**config.mk**
```make
export PLATFORM = sky130hd
export DESIGN_NAME = cmd_frame_parser
export DESIGN_NICKNAME = d
export VERILOG_FILES = /design/src/rtl/comm_pkg.sv /design/src/rtl/interbyte_timer.sv /design/src/rtl/cmd_frame_parser.sv
export SDC_FILE = /design/constraint.sdc
export NUM_CORES = 1
export LEC_CHECK = 0
export ABC_AREA = 1
export CAP_MARGIN = 20
export CORE_MARGIN = 2
export CORE_UTILIZATION = 42
export DETAILED_ROUTE_END_ITERATION = 10
export GPL_ROUTABILITY_DRIVEN = 0
export GPL_TIMING_DRIVEN = 0
export HOLD_SLACK_MARGIN = 0.06
export PLACE_DENSITY_LB_ADDON = 0.3
export SLEW_MARGIN = 20
export SYNTH_ARGS = -nofsm -noshare
export SYNTH_HDL_FRONTEND = slang
export SYNTH_SLANG_ARGS = --single-unit
```
**constraint.sdc**
```tcl
create_clock -name clk -period 1.4 [get_ports clk]
set_clock_uncertainty 0.1 [all_clocks]
set_input_delay 0.35 -clock clk [delete_from_list [all_inputs] [get_ports clk]]
set_output_delay 0.35 -clock clk [all_outputs]
set_load 0.05 [all_outputs]
```
**src/rtl/comm_pkg.sv**
```systemverilog
// Shared console command encoding, payload lengths and parser state encoding.
// CMD_FRAME_PARSER_CHECKSUM_EN adds the PS_CHECK state for the trailing XOR byte.
package comm_pkg;

    localparam logic [2:0] COMM_READ_ENABLE_MASK  = 3'd1;
    localparam logic [2:0] COMM_READ_PIN_MAP      = 3'd2;
    localparam logic [2:0] COMM_WRITE_ENABLE_MASK = 3'd3;
    localparam logic [2:0] COMM_WRITE_PIN_MAP     = 3'd4;

    typedef enum logic [1:0] {
        PS_IDLE    = 2'd0,
        PS_PAYLOAD = 2'd1,
`ifdef CMD_FRAME_PARSER_CHECKSUM_EN
        PS_CHECK   = 2'd2,
`endif
        PS_ISSUE   = 2'd3
    } parse_state_e;

    function automatic logic [2:0] comm_len(input logic [2:0] op);
        case (op)
            COMM_WRITE_ENABLE_MASK: comm_len = 3'd2;
            COMM_WRITE_PIN_MAP:     comm_len = 3'd4;
            default:                comm_len = 3'd0;
        endcase
    endfunction

    function automatic logic comm_op_ok(input logic [7:0] b);
        comm_op_ok = (b[7:3] == 5'd0) &&
                     (b[2:0] >= COMM_READ_ENABLE_MASK) &&
                     (b[2:0] <= COMM_WRITE_PIN_MAP);
    endfunction

endpackage

```
**src/rtl/interbyte_timer.sv**
```systemverilog
// Counts idle cycles between bytes of one frame; flags the last allowed cycle.
// Cleared on every received byte, counts only while enabled.
module interbyte_timer #(
    parameter int TIMEOUT_CYCLES = 1024
) (
    input  logic clk,
    input  logic rst_n,
    input  logic i_clr,
    input  logic i_en,
    output logic o_expired
);

    localparam int CW = $clog2(TIMEOUT_CYCLES);
    localparam logic [CW-1:0] LAST = CW'(TIMEOUT_CYCLES - 1);

    logic [CW-1:0] r_cnt;

    assign o_expired = i_en && (r_cnt == LAST);

    always_ff @(posedge clk) begin
        if (!rst_n || i_clr) begin
            r_cnt <= '0;
        end else if (i_en && !o_expired) begin
            r_cnt <= r_cnt + 1'b1;
        end
    end

endmodule

```
**src/rtl/cmd_frame_parser.sv**
```systemverilog
// Frames the uart_rx byte stream into opcode + payload commands for the executor.
// CMD_FRAME_PARSER_CHECKSUM_EN enables the trailing XOR checksum byte.
module cmd_frame_parser
    import comm_pkg::*;
#(
    parameter int TIMEOUT_CYCLES = 1024,
    parameter int PAYLOAD_W      = 32
) (
    input  logic                 clk,
    input  logic                 rst_n,
    input  logic                 rx_valid,
    input  logic [7:0]           rx_byte,
    output logic                 cmd_valid,
    input  logic                 cmd_ready,
    output logic [2:0]           cmd_op,
    output logic [PAYLOAD_W-1:0] cmd_payload,
    output logic                 err_unknown,
    output logic                 err_timeout,
    output logic                 err_overrun,
    output logic                 err_checksum
);

`ifdef CMD_FRAME_PARSER_CHECKSUM_EN
    localparam parse_state_e DONE_ST = PS_CHECK;
`else
    localparam parse_state_e DONE_ST = PS_ISSUE;
`endif

    parse_state_e         r_state, w_state_nxt;
    logic [2:0]           r_op, w_op_nxt;
    logic [PAYLOAD_W-1:0] r_payload, w_payload_nxt;
    logic [2:0]           r_cnt, w_cnt_nxt;
    logic                 r_unk, w_unk_nxt;
    logic                 r_tmo, w_tmo_nxt;
    logic                 r_ovr, w_ovr_nxt;
    logic                 w_tmr_en;
    logic                 w_expired;
`ifdef CMD_FRAME_PARSER_CHECKSUM_EN
    logic [7:0]           r_csum, w_csum_nxt;
    logic                 r_chk, w_chk_nxt;
`endif

`ifdef CMD_FRAME_PARSER_CHECKSUM_EN
    assign w_tmr_en = (r_state == PS_PAYLOAD) || (r_state == PS_CHECK);
`else
    assign w_tmr_en = (r_state == PS_PAYLOAD);
`endif

    interbyte_timer #(
        .TIMEOUT_CYCLES(TIMEOUT_CYCLES)
    ) u_timer (
        .clk      (clk),
        .rst_n    (rst_n),
        .i_clr    (rx_valid),
        .i_en     (w_tmr_en),
        .o_expired(w_expired)
    );

    always_comb begin
        w_state_nxt   = r_state;
        w_op_nxt      = r_op;
        w_payload_nxt = r_payload;
        w_cnt_nxt     = r_cnt;
        w_unk_nxt     = 1'b0;
        w_tmo_nxt     = 1'b0;
        w_ovr_nxt     = 1'b0;
`ifdef CMD_FRAME_PARSER_CHECKSUM_EN
        w_csum_nxt    = r_csum;
        w_chk_nxt     = 1'b0;
`endif
        unique case (r_state)
            PS_IDLE: begin
                if (rx_valid && comm_op_ok(rx_byte)) begin
                    w_op_nxt      = rx_byte[2:0];
                    w_payload_nxt = '0;
                    w_cnt_nxt     = comm_len(rx_byte[2:0]);
`ifdef CMD_FRAME_PARSER_CHECKSUM_EN
                    w_csum_nxt    = rx_byte;
`endif
                    w_state_nxt   = (w_cnt_nxt == 3'd0) ? DONE_ST : PS_PAYLOAD;
                end else if (rx_valid) begin
                    w_unk_nxt = 1'b1;
                end
            end
            PS_PAYLOAD: begin
                // a byte on the expiry cycle still counts as on time
                if (rx_valid) begin
                    w_payload_nxt = {r_payload[PAYLOAD_W-9:0], rx_byte};
                    w_cnt_nxt     = r_cnt - 3'd1;
`ifdef CMD_FRAME_PARSER_CHECKSUM_EN
                    w_csum_nxt    = r_csum ^ rx_byte;
`endif
                    if (r_cnt == 3'd1) w_state_nxt = DONE_ST;
                end else if (w_expired) begin
                    w_tmo_nxt   = 1'b1;
                    w_state_nxt = PS_IDLE;
                end
            end
`ifdef CMD_FRAME_PARSER_CHECKSUM_EN
            PS_CHECK: begin
                if (rx_valid) begin
                    w_chk_nxt   = (rx_byte != r_csum);
                    w_state_nxt = (rx_byte == r_csum) ? PS_ISSUE : PS_IDLE;
                end else if (w_expired) begin
                    w_tmo_nxt   = 1'b1;
                    w_state_nxt = PS_IDLE;
                end
            end
`endif
            PS_ISSUE: begin
                w_ovr_nxt = rx_valid;
                if (cmd_ready) w_state_nxt = PS_IDLE;
            end
            default: w_state_nxt = PS_IDLE;
        endcase
    end

    always_ff @(posedge clk) begin
        if (!rst_n) begin
            r_state   <= PS_IDLE;
            r_op      <= '0;
            r_payload <= '0;
            r_cnt     <= '0;
            r_unk     <= 1'b0;
            r_tmo     <= 1'b0;
            r_ovr     <= 1'b0;
`ifdef CMD_FRAME_PARSER_CHECKSUM_EN
            r_csum    <= '0;
            r_chk     <= 1'b0;
`endif
        end else begin
            r_state   <= w_state_nxt;
            r_op      <= w_op_nxt;
            r_payload <= w_payload_nxt;
            r_cnt     <= w_cnt_nxt;
            r_unk     <= w_unk_nxt;
            r_tmo     <= w_tmo_nxt;
            r_ovr     <= w_ovr_nxt;
`ifdef CMD_FRAME_PARSER_CHECKSUM_EN
            r_csum    <= w_csum_nxt;
            r_chk     <= w_chk_nxt;
`endif
        end
    end

    assign cmd_valid   = (r_state == PS_ISSUE);
    assign cmd_op      = r_op;
    assign cmd_payload = r_payload;
    assign err_unknown = r_unk;
    assign err_timeout = r_tmo;
    assign err_overrun = r_ovr;
`ifdef CMD_FRAME_PARSER_CHECKSUM_EN
    assign err_checksum = r_chk;
`else
    assign err_checksum = 1'b0;
`endif

endmodule

```
==> qor.txt, run 1 <==
Clk pwr share = 14.9%
Main flop type after synthesis = dfxtp_1
Layout cell share with drive strength beyond 1 = 52.11%
Core ar. = 5507 um^2
Design Area, Final = 3761 um^2
CP cell instances = nand2_1, inv_1, buf_6
CTS tree = yes
Total clock sinks = 53
Avg Inst Size Synth = 7.563 um^2
Total track usage = 20.76%
DIE AREA = 6291 um^2
Post-synth ARST share = 0%
Top cells by area, synth = dfxtp_1, nor2_1, o21ai_0
# setup viols final = 25
Final WS setup = -0.09585 ns
Worst Hold Class = in2reg
Initial DRC Count = 215
Initial antenna violation count = 0
Vias in the first global route = 2280
Post-DR vias/cell = 5.029
Root Buffer = clkbuf_8
Pint = 4211 uW
Sw Pwr = 3192 uW
Yosys cell types = 29
Clk_lat worst skew = 0.31 ns
Crit path required time = 0.95 ns
Vias = 2389
Starting density of the core = 43.26%
Most common cell in the netlist = nor2_1
Grt total ovfl = 0
Combinational share of power = 58.2%
Top post-synthesis cells by count = nor2_1, dfxtp_1, nand2_1, o21ai_0, inv_1
Ratio of final minimum period to clock period = 106.8%
Dpl hpwl = 3909 um
Reg2Reg Setup Slack = -0.07 ns
Pin count of the biggest net entering global routing = 19
Number of synthesized flops with an enable pin = 0
Final wirelength = 6916 um
Critical path arrival = 1.05 ns
Detail Route Antenna Nets = 0
Clock buffer depth = 2
Failing checks = setup timing
WP buf/inv = 2
Post-synthesis sequential area ratio = 44.54%
Peak VDD IR = 1239 uV
Pwr/cell area = 1968 nW/um^2
Routed length per instance = 14.56 um
Nets = 417
H-tree levels = 2
Mapped cell area = 2382 um^2
Max Transition Viols Final = 0
Post-DP Area = 3063 um^2
Post-layout util = 68.30%
CP endpoint kind = primary output
First drt pass iteration count = 4
CP Launch Type = register
Reg power frac = 26.9%
Hold buffer count at cts = 0
Port Buf Inserts = 50
Status = complete, but fails checks
Sw Ratio = 43.11%
Crit Path Class = reg2out
Static Leak = 0.001550 uW
RSZ-0062 raised after global routing = yes
Std cell rows = 27
Final count of hold timing violations = 0
Die Wd = 79.32 um
Global-route wire length before repair = 10430 um
Fin crit period = 1.496 ns
Post-Syn Nets = 330
Achievable Freq = 668.5 MHz
Antenna diodes = 0
Die height = 79.32 um
DRC viols = 0
Crit path max fanout = 3
Syn Inst Count = 315
CP delay by family, top = flip-flops
TritonCTS buffer count = 5
IO Count = 52
Largest area contributor in the netlist = dfxtp_1
CTS clk-pin slew, worst paths = 0.10 ns
MaxCap Viol Count = 0
Max stage delay on crit path = 0.39 ns
#FFs+latches synth = 53
Yosys top cell area share = 44.54%
Yosys warning count = 0
Slowest-stage cell, CP = dfxtp_4
Synthesis-to-finish area growth = 57.88%
Total negative slack = -1.350 ns
through the flow:
stage	std cells	worst slack (ns)	total power [uW]	hold slack (ns)
after CTS	473	-0.08874	7220	0.1669
after global routing	475	-0.1396	7777	0.1510
after detailed placement	437	-0.7493	5004	0.3503
after floorplan	315	-0.04527	4296	0.3414
after global placement	437	-0.7231	4953	0.3363
final	475	-0.09585	7403	0.1491
power groups by stage:
stage                     logic, uW  clock network [uW]  registers [uW]
after floorplan                1770                   0            2520
after global placement         3000                   0            1950
after detailed placement       3050                   0            1950
after CTS                      4180                1110            1930
after global routing           4570                1190            2010
final                          4310                1110            1990
flip-flops by register name, indices dropped and copies added (netlist names):
signal and flops:
r_state 2, u_timer.r_cnt 10, err_overrun 1, cmd_payload 32, r_cnt 3, err_timeout 1
cmd_op 3, err_unknown 1
cell families after synthesis:
group | share of synthesized area (%)
simple gates | 23.16
flops | 44.54
compound gates | 20.80
other cells | 0.1574
fa+ha+maj | 1.576
xor+xnor | 0.3677
buf+inv | 9.400
cells in the final DEF, fill, tap and decap left out, types with 2 or more instances in the layout:
| cell type | count |
|---|---|
| o21ai_1 | 13 |
| nor2_4 | 8 |
| inv_1 | 22 |
| clkdlybuf4s50_1 | 2 |
| nand2_2 | 8 |
| buf_2 | 7 |
| dfxtp_1 | 37 |
| nor2_2 | 7 |
| clkbuf_2 | 4 |
| a21oi_1 | 7 |
| inv_6 | 4 |
| nor2_1 | 46 |
| a21oi_4 | 2 |
| o21ai_0 | 23 |
| inv_2 | 5 |
| clkbuf_4 | 9 |
| nand4_1 | 3 |
| buf_6 | 26 |
| buf_4 | 36 |
| nand2_1 | 29 |
| nand3_1 | 3 |
| buf_8 | 3 |
| buf_12 | 5 |
| dfxtp_2 | 13 |
| nand3_2 | 4 |
| nand3_4 | 2 |
| nand2_4 | 6 |
| dfxtp_4 | 3 |
| nor3_1 | 4 |
| a21oi_2 | 33 |
| o21ai_2 | 9 |
| clkbuf_8 | 5 |
| nand2_8 | 3 |
path summary, 6_finish.rpt:
check                  start  depth (start not counted)         endpoint
setup / recovery  r_state[1]                          3        cmd_valid
hold / removal    rx_byte[7]                          3   cmd_payload[7]
setup reg to reg  r_state[0]                          9  cmd_payload[11]
hold reg to reg    cmd_op[1]                          2        cmd_op[1]
routing by layer:
metal / up-vias / wire length, um / track usage [%]
met5: - / 0 / 0
met4: 0 / 72 / 5.172
met3: 8 / 290 / 3.864
met2: 60 / 3684 / 37.97
met1: 1128 / 2869 / 24.89
li1: 1193 / - / -
layout make-up:
cell class	count	area [um^2]
buffer	14	141.4
clock buffer	5	68.82
clock inverter	3	47.55
fill	448	1745
inverter	30	125.1
multi-input combinational	218	1430
sequential	53	1089
tap	72	90.09
timing repair buffer	80	769.5
timing repair:
action / in CTS / in global routing
gates resized for setup: 310 / 117
setup buffers: 21 / 5
endpoints found under the hold margin: 0 / 0
gates cloned: 7 / 0
pin swaps: 27 / 30
setup endpoints to repair: 91 / 76
tightest hold or removal path, stage by stage:
cell,delay [ns]
buf_6,0.08
a21oi_2,0.04
nor2_1,0.07
Note: power is estimated with default switching activity, not from simulation.
==> inputs of run 2 (changes only) <==
--- a/config.mk
+++ b/config.mk
@@ -13,7 +13,7 @@
 export GPL_ROUTABILITY_DRIVEN = 0
 export GPL_TIMING_DRIVEN = 0
 export HOLD_SLACK_MARGIN = 0.06
-export PLACE_DENSITY_LB_ADDON = 0.3
+export PLACE_DENSITY = 0.71
 export SLEW_MARGIN = 20
 export SYNTH_ARGS = -nofsm -noshare
 export SYNTH_HDL_FRONTEND = slang
==> run 2 against run 1 <==
Effect of this change: the run still ends with setup timing left; clock power hardly changed; count of clock-buffer cells in the layout stayed put; utilization is 2.7 points lower; setup slack gained 0.026 ns; die area unchanged; design area fell by 4.0%; global-route usage down 1.1 points; via count down 2.7%; sequential share of layout area increased by 1.2 points; register-to-register slack hardly changed; hold slack better by 0.023 ns; critical path type is now reg2reg; critical endpoint is now r_state[0]; highest routed layer unchanged.
==> qor.txt, run 2 (synthesis gave the netlist of run 1 again) <==
Slowest-stage cell, CP = dfxtp_4
Final WS setup = -0.06962 ns
TritonCTS buffer count = 5
Post-DP Area = 3063 um^2
Final count of hold timing violations = 0
Status = complete, but fails checks
Max stage delay on crit path = 0.37 ns
Achievable Freq = 680.5 MHz
Core ar. = 5507 um^2
CTS clk-pin slew, worst paths = 0.10 ns
Detail Route Antenna Nets = 0
Critical path arrival = 1.58 ns
Initial DRC Count = 155
H-tree levels = 2
Filler-free cell count of the finished design = 468
Peak VDD IR = 1202 uV
Global-route wire length before repair = 9901 um
Clock buffer depth = 2
Routed length per instance = 13.49 um
Final Power = 6983 uW
DIE AREA = 6291 um^2
MaxCap Viol Count = 0
Total clock sinks = 53
Nets = 410
Largest register FFs = 32
RSZ-0062 raised after global routing = yes
IO Count = 52
Root Buffer = clkbuf_8
Most common cell after layout, fill and taps aside = nor2_1
First drt pass iteration count = 4
Pwr/cell area = 1934 nW/um^2
Initial antenna violation count = 0
Max Transition Viols Final = 0
Crit Path Class = reg2reg
DRC viols = 0
CTS tree = yes
Final wirelength = 6313 um
Failing checks = setup timing
Antenna diodes = 0
Vias = 2325
CP cell instances = ha_4, nand3_4, nor2_4, nand2_4, nand3_1, nand4_1, nand2_1, nor2_1
Total track usage = 19.63%
Post-DR vias/cell = 4.968
Total negative slack = -0.3616 ns
Placed cells = 437
# setup viols final = 10
Static Leak = 0.001492 uW
Clk_lat worst skew = 0.31 ns
CP Launch Type = register
Die height = 79.32 um
Pin count of the biggest net entering global routing = 19
Die Wd = 79.32 um
Crit path required time = 1.52 ns
CP endpoint kind = register
Grt total ovfl = 0
Most frequent cells in the layout = nor2_1, dfxtp_1, buf_4
Design Area, Final = 3611 um^2
Vias in the first global route = 2190
Synthesis-to-finish area growth = 51.58%
Fin crit period = 1.470 ns
Port Buf Inserts = 50
Crit path max fanout = 4
Dpl hpwl = 3897 um
Ratio of final minimum period to clock period = 105.0%
Starting density of the core = 43.26%
Layout cell share with drive strength beyond 1 = 48.74%
Post-layout util = 65.58%
Worst Hold Class = in2reg
Std cell rows = 27
[run 2: layout make-up]
class                           count  area [um^2]
Clock buffer                        5        68.82
Inverter                           30        127.6
Buffer                             15        161.4
Fill cell                         465         1896
Clock inverter                      3        50.05
Multi-Input combinational cell    218         1391
Tap cell                           72        90.09
Sequential cell                    53         1089
Timing Repair Buffer               72        633.1
[run 2: power by group]
group / switching, uW / internal [uW]
combinational: 2290 / 1590
sequential: 245 / 1760
clock: 541 / 549
total: 3080 / 3900
[run 2: routing by layer]
metal | up-vias | global-route usage (%) | part of all wire (%) | wire length [um]
li1 | 1185 | - | - | -
met1 | 1086 | 24.31 | 43 | 2712
met2 | 47 | 34.49 | 52 | 3275
met3 | 7 | 3.750 | 3.7 | 236
met4 | 0 | 5.862 | 1.4 | 89
met5 | - | 0 | 0 | 0
[run 2: critical path, delay by kind of cell (launching register included)]
kind | cells | cell delay, ns
simple gates | 7 | 0.75
flops | 1 | 0.37
fa+ha+maj | 1 | 0.14
[run 2: stage by stage]
stage	hold slack, ns	setup slack (ns)
global placement	0.3369	-0.7313
floorplan	0.3414	-0.04527
finish	0.1722	-0.06962
CTS	0.1721	-0.04598
detailed placement	0.3438	-0.7510
global route	0.1858	-0.1553
[run 2: what timing repair did]
action	in CTS	in global routing
gates cloned	5	0
pin swaps	24	22
endpoints found under the setup margin	91	72
hold buffers	0	0
gates resized for setup	294	119
setup buffers	11	7
[run 2: path summary, 6_finish.rpt]
kind / slack, ns / startpoint / cells past startpoint / to
worst min-delay path: 0.17 / rx_byte[3] / 3 / cmd_payload[3]
worst max-delay path: -0.07 / u_timer.r_cnt[1] / 8 / r_state[0]
worst max register to register: -0.07 / u_timer.r_cnt[1] / 8 / r_state[0]
worst min register to register: 0.35 / cmd_op[0] / 2 / cmd_op[0]
